## src/rtl/ip_seq_pkg.sv

```systemverilog
// Shared types and width constants for the FC inner-product sequencer.
// Optional perf counters are enabled with the IP_PERF_CNT_EN macro in ip_seq_ctrl.
package ip_seq_pkg;

  localparam int unsigned LAYER_MAX = 8;
  localparam int unsigned INN_W     = 16;
  localparam int unsigned ONN_W     = 14;
  localparam int unsigned BATCH_W   = 8;
  localparam int unsigned NBUF      = 2;
  localparam int unsigned LW        = $clog2(LAYER_MAX);

  typedef enum logic [2:0] {
    IDLE        = 3'd0,
    LAYER_START = 3'd1,
    ONEUR_PROC  = 3'd2,
    ONEUR_DRAIN = 3'd3,
    ONEUR_WRIT  = 3'd4,
    LAYER_DONE  = 3'd5,
    IP_DONE     = 3'd6
  } ip_state_e;

  typedef struct packed {
    logic [INN_W-1:0] inn;
    logic [ONN_W-1:0] onn;
    logic             relu;
  } ip_entry_t;

endpackage

```

## src/rtl/ip_prefetch_ctrl.sv

```systemverilog
// DDR parameter prefetch: one-cycle read kick plus an arbiter request held
// until the buffer fill completes.
module ip_prefetch_ctrl
  import ip_seq_pkg::*;
(
  input  logic clk_i,
  input  logic rstn_i,
  input  logic en_i,
  input  logic wr_ddr_done_i,
  input  logic all_full_i,
  input  logic wr_buf_done_i,
  output logic rd_ddr_en_o,
  output logic arbitor_rd_en_o
);

  logic seen_q, seen_d;
  logic arb_q, arb_d;
  logic kick_q, kick_d;
  logic req_c;

  // A completing burst always clears the hold; a new request waits a cycle.
  always_comb begin
    seen_d = en_i & (seen_q | wr_ddr_done_i);
    req_c  = en_i & seen_q & ~all_full_i & ~arb_q;
    arb_d  = arb_q;
    kick_d = 1'b0;
    if (!en_i || wr_buf_done_i) begin
      arb_d = 1'b0;
    end else if (req_c) begin
      arb_d  = 1'b1;
      kick_d = 1'b1;
    end
  end

  always_ff @(posedge clk_i or negedge rstn_i) begin
    if (!rstn_i) begin
      seen_q <= 1'b0;
      arb_q  <= 1'b0;
      kick_q <= 1'b0;
    end else begin
      seen_q <= seen_d;
      arb_q  <= arb_d;
      kick_q <= kick_d;
    end
  end

  assign rd_ddr_en_o     = kick_q;
  assign arbitor_rd_en_o = arb_q;

endmodule

```

## src/rtl/ip_seq_ctrl.sv

```systemverilog
// FC inner-product sequencer walking a runtime-programmed layer table.
// Define IP_PERF_CNT_EN to add stall_cyc_o / busy_cyc_o cycle counters.
module ip_seq_ctrl
  import ip_seq_pkg::*;
(
  input  logic               clk_i,
  input  logic               rstn_i,
  input  logic               cfg_we_i,
  input  logic [LW-1:0]      cfg_idx_i,
  input  logic [INN_W-1:0]   cfg_inn_i,
  input  logic [ONN_W-1:0]   cfg_onn_i,
  input  logic               cfg_relu_i,
  input  logic [LW:0]        cfg_nlayer_i,
  input  logic [BATCH_W-1:0] cfg_batch_i,
  input  logic               ip_en_i,
  input  logic [NBUF-1:0]    param_buf_full_i,
  input  logic               rd_bram_en_i,
  input  logic               rd_buf_done_i,
  input  logic               output_en_i,
  input  logic               wr_ddr_done_i,
  input  logic               wr_buf_done_i,
  input  logic               exp_done_i,
  output logic               rd_buf_en_o,
  output logic               rd_bram_start_o,
  output logic               rd_ddr_en_o,
  output logic               arbitor_rd_en_o,
  output logic [LW-1:0]      cur_layer_o,
  output logic [INN_W-1:0]   inn_o,
  output logic [ONN_W-1:0]   onn_o,
  output logic               relu_en_o,
  output logic               oneuron_start_o,
  output logic               oneuron_done_o,
  output logic               layer_done_o,
  output logic               ip_done_o,
  output logic               img_done_o,
  output logic               batch_done_o,
  output logic               ip_proc_o,
  output logic               conv_buf_free_o
`ifdef IP_PERF_CNT_EN
  ,
  output logic [31:0]        stall_cyc_o,
  output logic [31:0]        busy_cyc_o
`endif
);

  ip_state_e          state_q, state_d;
  ip_entry_t          tbl_q [LAYER_MAX];
  ip_entry_t          tbl_d [LAYER_MAX];
  ip_entry_t          ent_q, ent_d;
  logic [LW-1:0]      layer_q, layer_d;
  logic [LW:0]        nlayer_q, nlayer_d;
  logic [BATCH_W-1:0] batch_q, batch_d, bcnt_q, bcnt_d;
  logic [INN_W-1:0]   in_cnt_q, in_cnt_d;
  logic [ONN_W-1:0]   out_cnt_q, out_cnt_d;
  logic               last_q, last_d;
  logic               ostart_q, ostart_d, odone_q, odone_d, ldone_q, ldone_d;
  logic               ipdone_q, ipdone_d, imgdone_q, imgdone_d, bdone_q, bdone_d;
  logic               proc_q, proc_d, free_q, free_d;
  logic               any_full_c, rd_en_c, final_in_c, last_out_c;

  assign any_full_c = |param_buf_full_i;
  assign final_in_c = rd_bram_en_i && (in_cnt_q == INN_W'(ent_q.inn - 1'b1));
  assign last_out_c = (out_cnt_q == ONN_W'(ent_q.onn - 1'b1));

  always_comb begin
    state_d   = state_q;
    tbl_d     = tbl_q;
    ent_d     = ent_q;
    layer_d   = layer_q;
    nlayer_d  = nlayer_q;
    batch_d   = batch_q;
    bcnt_d    = bcnt_q;
    in_cnt_d  = in_cnt_q;
    out_cnt_d = out_cnt_q;
    last_d    = last_q;
    free_d    = free_q;
    ostart_d  = 1'b0;
    odone_d   = 1'b0;
    ldone_d   = 1'b0;
    ipdone_d  = 1'b0;
    imgdone_d = 1'b0;
    bdone_d   = 1'b0;
    rd_en_c   = 1'b0;
    if (cfg_we_i && !proc_q) begin
      tbl_d[cfg_idx_i] = '{inn: cfg_inn_i, onn: cfg_onn_i, relu: cfg_relu_i};
    end
    unique case (state_q)
      IDLE: if (ip_en_i) begin
        nlayer_d = cfg_nlayer_i;
        batch_d  = (cfg_batch_i == '0) ? BATCH_W'(1) : cfg_batch_i;
        layer_d  = '0;
        ent_d    = tbl_q[0];
        free_d   = 1'b0;
        if (cfg_nlayer_i == '0) begin
          state_d  = IP_DONE;
          ipdone_d = 1'b1;
          free_d   = 1'b1;
        end else begin
          state_d = LAYER_START;
        end
      end
      LAYER_START: begin
        out_cnt_d = '0;
        if (ent_q.inn == '0 || ent_q.onn == '0) begin
          state_d = LAYER_DONE;
          ldone_d = 1'b1;
        end else if (any_full_c) begin
          state_d  = ONEUR_PROC;
          ostart_d = 1'b1;
          in_cnt_d = '0;
          last_d   = 1'b0;
        end
      end
      // Read enable falls in the same cycle as the final input or a stall cause.
      ONEUR_PROC: begin
        if (!last_q) begin
          rd_en_c = any_full_c && !rd_buf_done_i && !final_in_c;
          if (final_in_c) begin
            in_cnt_d = '0;
            last_d   = 1'b1;
          end else if (rd_bram_en_i) begin
            in_cnt_d = in_cnt_q + 1'b1;
          end
        end else if (!rd_buf_done_i) begin
          state_d = ONEUR_DRAIN;
          odone_d = 1'b1;
        end
      end
      ONEUR_DRAIN: if (output_en_i) state_d = ONEUR_WRIT;
      ONEUR_WRIT: begin
        if (last_out_c) begin
          state_d = LAYER_DONE;
          ldone_d = 1'b1;
        end else if (any_full_c && !rd_buf_done_i) begin
          state_d   = ONEUR_PROC;
          ostart_d  = 1'b1;
          in_cnt_d  = '0;
          last_d    = 1'b0;
          out_cnt_d = out_cnt_q + 1'b1;
        end
      end
      LAYER_DONE: begin
        if ({1'b0, layer_q} == (LW+1)'(nlayer_q - 1'b1)) begin
          state_d  = IP_DONE;
          ipdone_d = 1'b1;
          free_d   = 1'b1;
        end else begin
          state_d = LAYER_START;
          layer_d = layer_q + 1'b1;
          ent_d   = tbl_q[LW'(layer_q + 1'b1)];
        end
      end
      IP_DONE: if (exp_done_i) begin
        state_d   = IDLE;
        imgdone_d = 1'b1;
        if (bcnt_q == BATCH_W'(batch_q - 1'b1)) begin
          bcnt_d  = '0;
          bdone_d = 1'b1;
        end else begin
          bcnt_d = bcnt_q + 1'b1;
        end
      end
      default: state_d = IDLE;
    endcase
    proc_d = (state_d != IDLE);
  end

  always_ff @(posedge clk_i or negedge rstn_i) begin
    if (!rstn_i) begin
      state_q   <= IDLE;
      for (int i = 0; i < LAYER_MAX; i++) tbl_q[i] <= '0;
      ent_q     <= '0;
      layer_q   <= '0;
      nlayer_q  <= '0;
      batch_q   <= '0;
      bcnt_q    <= '0;
      in_cnt_q  <= '0;
      out_cnt_q <= '0;
      last_q    <= 1'b0;
      ostart_q  <= 1'b0;
      odone_q   <= 1'b0;
      ldone_q   <= 1'b0;
      ipdone_q  <= 1'b0;
      imgdone_q <= 1'b0;
      bdone_q   <= 1'b0;
      proc_q    <= 1'b0;
      free_q    <= 1'b1;
    end else begin
      state_q   <= state_d;
      tbl_q     <= tbl_d;
      ent_q     <= ent_d;
      layer_q   <= layer_d;
      nlayer_q  <= nlayer_d;
      batch_q   <= batch_d;
      bcnt_q    <= bcnt_d;
      in_cnt_q  <= in_cnt_d;
      out_cnt_q <= out_cnt_d;
      last_q    <= last_d;
      ostart_q  <= ostart_d;
      odone_q   <= odone_d;
      ldone_q   <= ldone_d;
      ipdone_q  <= ipdone_d;
      imgdone_q <= imgdone_d;
      bdone_q   <= bdone_d;
      proc_q    <= proc_d;
      free_q    <= free_d;
    end
  end

  ip_prefetch_ctrl u_prefetch (
    .clk_i          (clk_i),
    .rstn_i         (rstn_i),
    .en_i           (proc_q),
    .wr_ddr_done_i  (wr_ddr_done_i),
    .all_full_i     (&param_buf_full_i),
    .wr_buf_done_i  (wr_buf_done_i),
    .rd_ddr_en_o    (rd_ddr_en_o),
    .arbitor_rd_en_o(arbitor_rd_en_o)
  );

`ifdef IP_PERF_CNT_EN
  logic [31:0] stall_cnt_q, stall_cnt_d, busy_cnt_q, busy_cnt_d;
  logic        stall_c;

  // Parameter stalls: a neuron could start but no buffer is ready.
  assign stall_c = (state_q == LAYER_START && ent_q.inn != '0 && ent_q.onn != '0 && !any_full_c) ||
                   (state_q == ONEUR_WRIT && !last_out_c && !(any_full_c && !rd_buf_done_i));

  always_comb begin
    stall_cnt_d = stall_cnt_q;
    busy_cnt_d  = busy_cnt_q;
    if (state_q == IDLE && ip_en_i) begin
      stall_cnt_d = '0;
      busy_cnt_d  = '0;
    end else begin
      if (stall_c && stall_cnt_q != '1) stall_cnt_d = stall_cnt_q + 1'b1;
      if (proc_q && busy_cnt_q != '1)   busy_cnt_d  = busy_cnt_q + 1'b1;
    end
  end

  always_ff @(posedge clk_i or negedge rstn_i) begin
    if (!rstn_i) begin
      stall_cnt_q <= '0;
      busy_cnt_q  <= '0;
    end else begin
      stall_cnt_q <= stall_cnt_d;
      busy_cnt_q  <= busy_cnt_d;
    end
  end

  assign stall_cyc_o = stall_cnt_q;
  assign busy_cyc_o  = busy_cnt_q;
`endif

  assign rd_buf_en_o     = rd_en_c;
  assign rd_bram_start_o = rd_en_c;
  assign cur_layer_o     = layer_q;
  assign inn_o           = ent_q.inn;
  assign onn_o           = ent_q.onn;
  assign relu_en_o       = ent_q.relu;
  assign oneuron_start_o = ostart_q;
  assign oneuron_done_o  = odone_q;
  assign layer_done_o    = ldone_q;
  assign ip_done_o       = ipdone_q;
  assign img_done_o      = imgdone_q;
  assign batch_done_o    = bdone_q;
  assign ip_proc_o       = proc_q;
  assign conv_buf_free_o = free_q;

endmodule

```

## config.mk

```make
export PLATFORM = sky130hd
export DESIGN_NAME = ip_seq_ctrl
export DESIGN_NICKNAME = d
export VERILOG_FILES = /design/src/rtl/ip_seq_pkg.sv /design/src/rtl/ip_prefetch_ctrl.sv /design/src/rtl/ip_seq_ctrl.sv
export SDC_FILE = /design/constraint.sdc
export NUM_CORES = 1
export LEC_CHECK = 0
export CAP_MARGIN = 20
export CORE_ASPECT_RATIO = 0.75
export CORE_MARGIN = 2
export CORE_UTILIZATION = 40
export DETAILED_ROUTE_END_ITERATION = 16
export SLEW_MARGIN = 20
export SYNTH_ARGS = -nofsm -noshare
export SYNTH_HDL_FRONTEND = slang
export SYNTH_SLANG_ARGS = --single-unit
export TNS_END_PERCENT = 5
```

## constraint.sdc

```tcl
create_clock -name clk_i -period 4.2 [get_ports clk_i]
set_input_delay 0.63 -clock clk_i [delete_from_list [all_inputs] [get_ports clk_i]]
set_output_delay 0.63 -clock clk_i [all_outputs]
set_load 0.005 [all_outputs]
```

==> impl_metrics.tcl <==
set metrics [dict create \
    leakagePower_nw 8.43 \
    start_util_pct 40.7 \
    final_nets 1522 \
    fillCellCount 3750 \
    grt_max_degree 106 \
    drt-initial-drc-count 774 \
    multi_input_area_um2 8150 \
    p_per_area_nw_per_um2 706 \
    fp.dieW_um 243 \
    std_cell_rows 65 \
    grt_use_total_pct 19.0 \
    antenna_found_initial 3 \
    crit_end "rd_bram_start_o" \
    rsz0062_at_grt "false" \
    synth_top_area_cell "dfrtp_1" \
    port_buffers 103 \
    worst_slew_pin_slew_ns 1.02 \
    r2r-start "onn_o[0]" \
    die_y_um 184 \
    ys_async_sr_fraction_pct 100 \
    hp-class "in -> async" \
    drive_gt1_share_pct 29.2 \
    place_inst 1982 \
    numCtsBuffers 39 \
    power_mw 14.2 \
    ant_nets 0 \
    io_pins 104 \
    timing.fmax_ghz 0.249 \
    place_congestion 0.879 \
    fin_crit_sh_pct 95.7 \
    clk_pin_slew_ns 0.06 \
    vdd.ir_drop.worst_uv 312 \
    period_needed_ns 4.02 \
    ff2ff_setup_slack_ns 0.94 \
    final_cell_count_no_fill 2055 \
    hpwlAfterDp_mm 25.9 \
    wl_mm 41.5 \
    cap_violations 0 \
    fin_worst_skew_ns 0.0129 \
    rr_worst_depth 10 \
    startpoint_type "register" \
    num_vias 11300 \
    drv_slew 0 \
    cts.path.max_buffers 3 \
    final_area_um2 20200 \
    status "finished clean" \
    ys_warn_count 0 \
    crit_required_ns 3.57 \
    setup_ws_ns 0.180 \
    hold_viol 0 \
    post_drt_wl_per_cell_um 20.2 \
    final_common_cell "dfrtp_1" \
    netlist_instances 1368 \
    final_core_util_pct 47.8 \
    viasPerCell 5.49 \
    worstSetupPathType "reg -> out" \
    htreeDepth 2 \
    path_max_fanout 6 \
    synth_top_area_share_pct 50.4 \
    r2r_end "out_cnt_q[13]" \
    dp_slack_ns 0.295 \
    setup_viol 0 \
    first_pass_iters 7 \
    mostFrequentLayoutCells "344 x dfrtp_1, 256 x mux2_2, 100 x clkdlybuf4s50_1" \
    core_area_um2 42200 \
    synth-edff-count 0 \
    yosys_register_bits 347 \
    grt_first_pass_wirelength_mm 67.2 \
    synthFlopType "dfrtp_1" \
    area.sequential_um2 8690 \
    cts.sinks 347 \
    syn_avg_cell_area_um2 12.6 \
    dieArea_um2 44700 \
    grt-ovfl-total 0 \
    cp_data_arrival_time_ns 3.39 \
    areaGrowthSynthToFinish_pct 17.2 \
    ys_seq_area_share_pct 50.5 \
    drc_errors 0 \
    cts_tree "built" \
    syn-cell-area_um2 17200 \
    dpl_cell_area_um2 18900 \
    worst_hold_slack_ns 0.0931 \
    endpoint_kind "output pin" \
    yosysUniqueCellTypes 75 \
    cts_root_buf "clkbuf_16" \
    syn-num-nets 1434 \
    tns_ns 0 \
    ys_top_cells_by_area "dfrtp_1 50%, mux2_2 17%, mux4_2 8.1%" \
    clk_latency_ns 0.54 \
    relSlewSlack_pct 32.3 \
    cp-startpoint "inn_o[0]" \
    grt_pass1_vias 11600 \
]
-- kinds of logic (layout without fill, tap and decap cells) --
group                      Yosys count  after routing  synth area share [%]
AOI/OAI and AO/OA                  189            189                  7.03
xor gates and xnor gates            56             56                  2.85
adders and majority gates            8              8                 0.582
buffers and inverters              104            221                  2.53
DFF                                347            347                  50.5
muxes                              354            354                  27.0
other                                0              1                     0
and+or+nand+nor                    310            310                  9.51
-- synth_stat cells (4+ instances only) --
library cell,count
a22oi_1,4
clkbuf_1,44
buf_1,24
mux2_2,256
mux2i_1,36
a21o_1,18
buf_6,4
xnor2_1,35
a21oi_1,45
a31oi_1,4
nor4b_1,6
nand2_1,82
mux4_2,62
xor2_1,21
nor2b_1,8
nor4_1,12
nor3_1,24
o21ai_1,8
nand2b_1,15
o21a_1,4
dfrtp_1,346
and3_1,17
nand3_1,25
nand3b_1,7
o21ai_0,66
nand4_1,7
a221oi_1,4
ha_1,8
inv_1,24
or3_1,7
or4_1,8
o31ai_1,8
nor3b_1,9
buf_2,6
nor2_1,64
-- timing repair --
action                                  in CTS  in global routing
hold buffers                                 0                  0
endpoints found under the hold margin        0                  0
endpoints found under the setup margin       2                  0
setup buffers                                2                  0
resized for setup                            7                  0
-- cell type report --
type                    count  share of cell area [%]
flip-flops and latches    347                    43.1
diodes                      1                  0.0124
inverters                  24                   0.447
clock buffers              59                    5.61
well taps                 569                    3.53
repair buffers            127                    6.46
multi-input cells         917                    40.4
clock inverters            11                   0.385
-- state kept, by name, summed over array words and instances (netlist names), 3 cells and up --
name	flops
onn_o	14
tbl_q	248
nlayer_q	4
cur_layer_o	3
state_q	3
inn_o	16
out_cnt_q	14
bcnt_q	8
in_cnt_q	16
batch_q	8
-- critical path, stage by stage (launching register included) --
cell	delay, ns
dfrtp_2	0.40
inv_1	0.10
ha_4	0.17
or4b_4	0.52
xnor2_1	0.14
or4_1	0.43
a221oi_2	0.29
nand4b_1	0.23
o21bai_4	0.21
nor4_1	0.09
dlygate4sd2_1	0.28
-- how the worst min path moves through the flow --
stage	startpoint	to	slack, ns	depth (start not counted)
after global placement	u_prefetch.arbitor_rd_en_o	u_prefetch.rd_ddr_en_o	0.45	1
final	rstn_i	in_cnt_q[10]	0.09	1
after global routing	rstn_i	in_cnt_q[10]	0.19	1
after floorplan	rstn_i	batch_done_o	0.33	0
after CTS	rstn_i	in_cnt_q[12]	0.19	1
after detailed placement	u_prefetch.arbitor_rd_en_o	u_prefetch.rd_ddr_en_o	0.46	1
-- power breakdown --
| group | switching (mW) | internal (mW) | total, mW |
|---|---|---|---|
| logic | 2.27 | 2.91 | 5.19 |
| clock network | 1.37 | 1.87 | 3.24 |
| registers | 1.04 | 4.78 | 5.82 |
| total | 4.68 | 9.56 | 14.2 |
-- routing by layer --
layer	routed length, um	global-route usage (%)	vias up
met2	18200	28.7	211
met3	1960	3.69	55
met5	23	0	-
met1	20700	28.4	5789
met4	630	3.93	4
li1	-	-	5225
No activity file was read; power rests on OpenSTA's default activity.
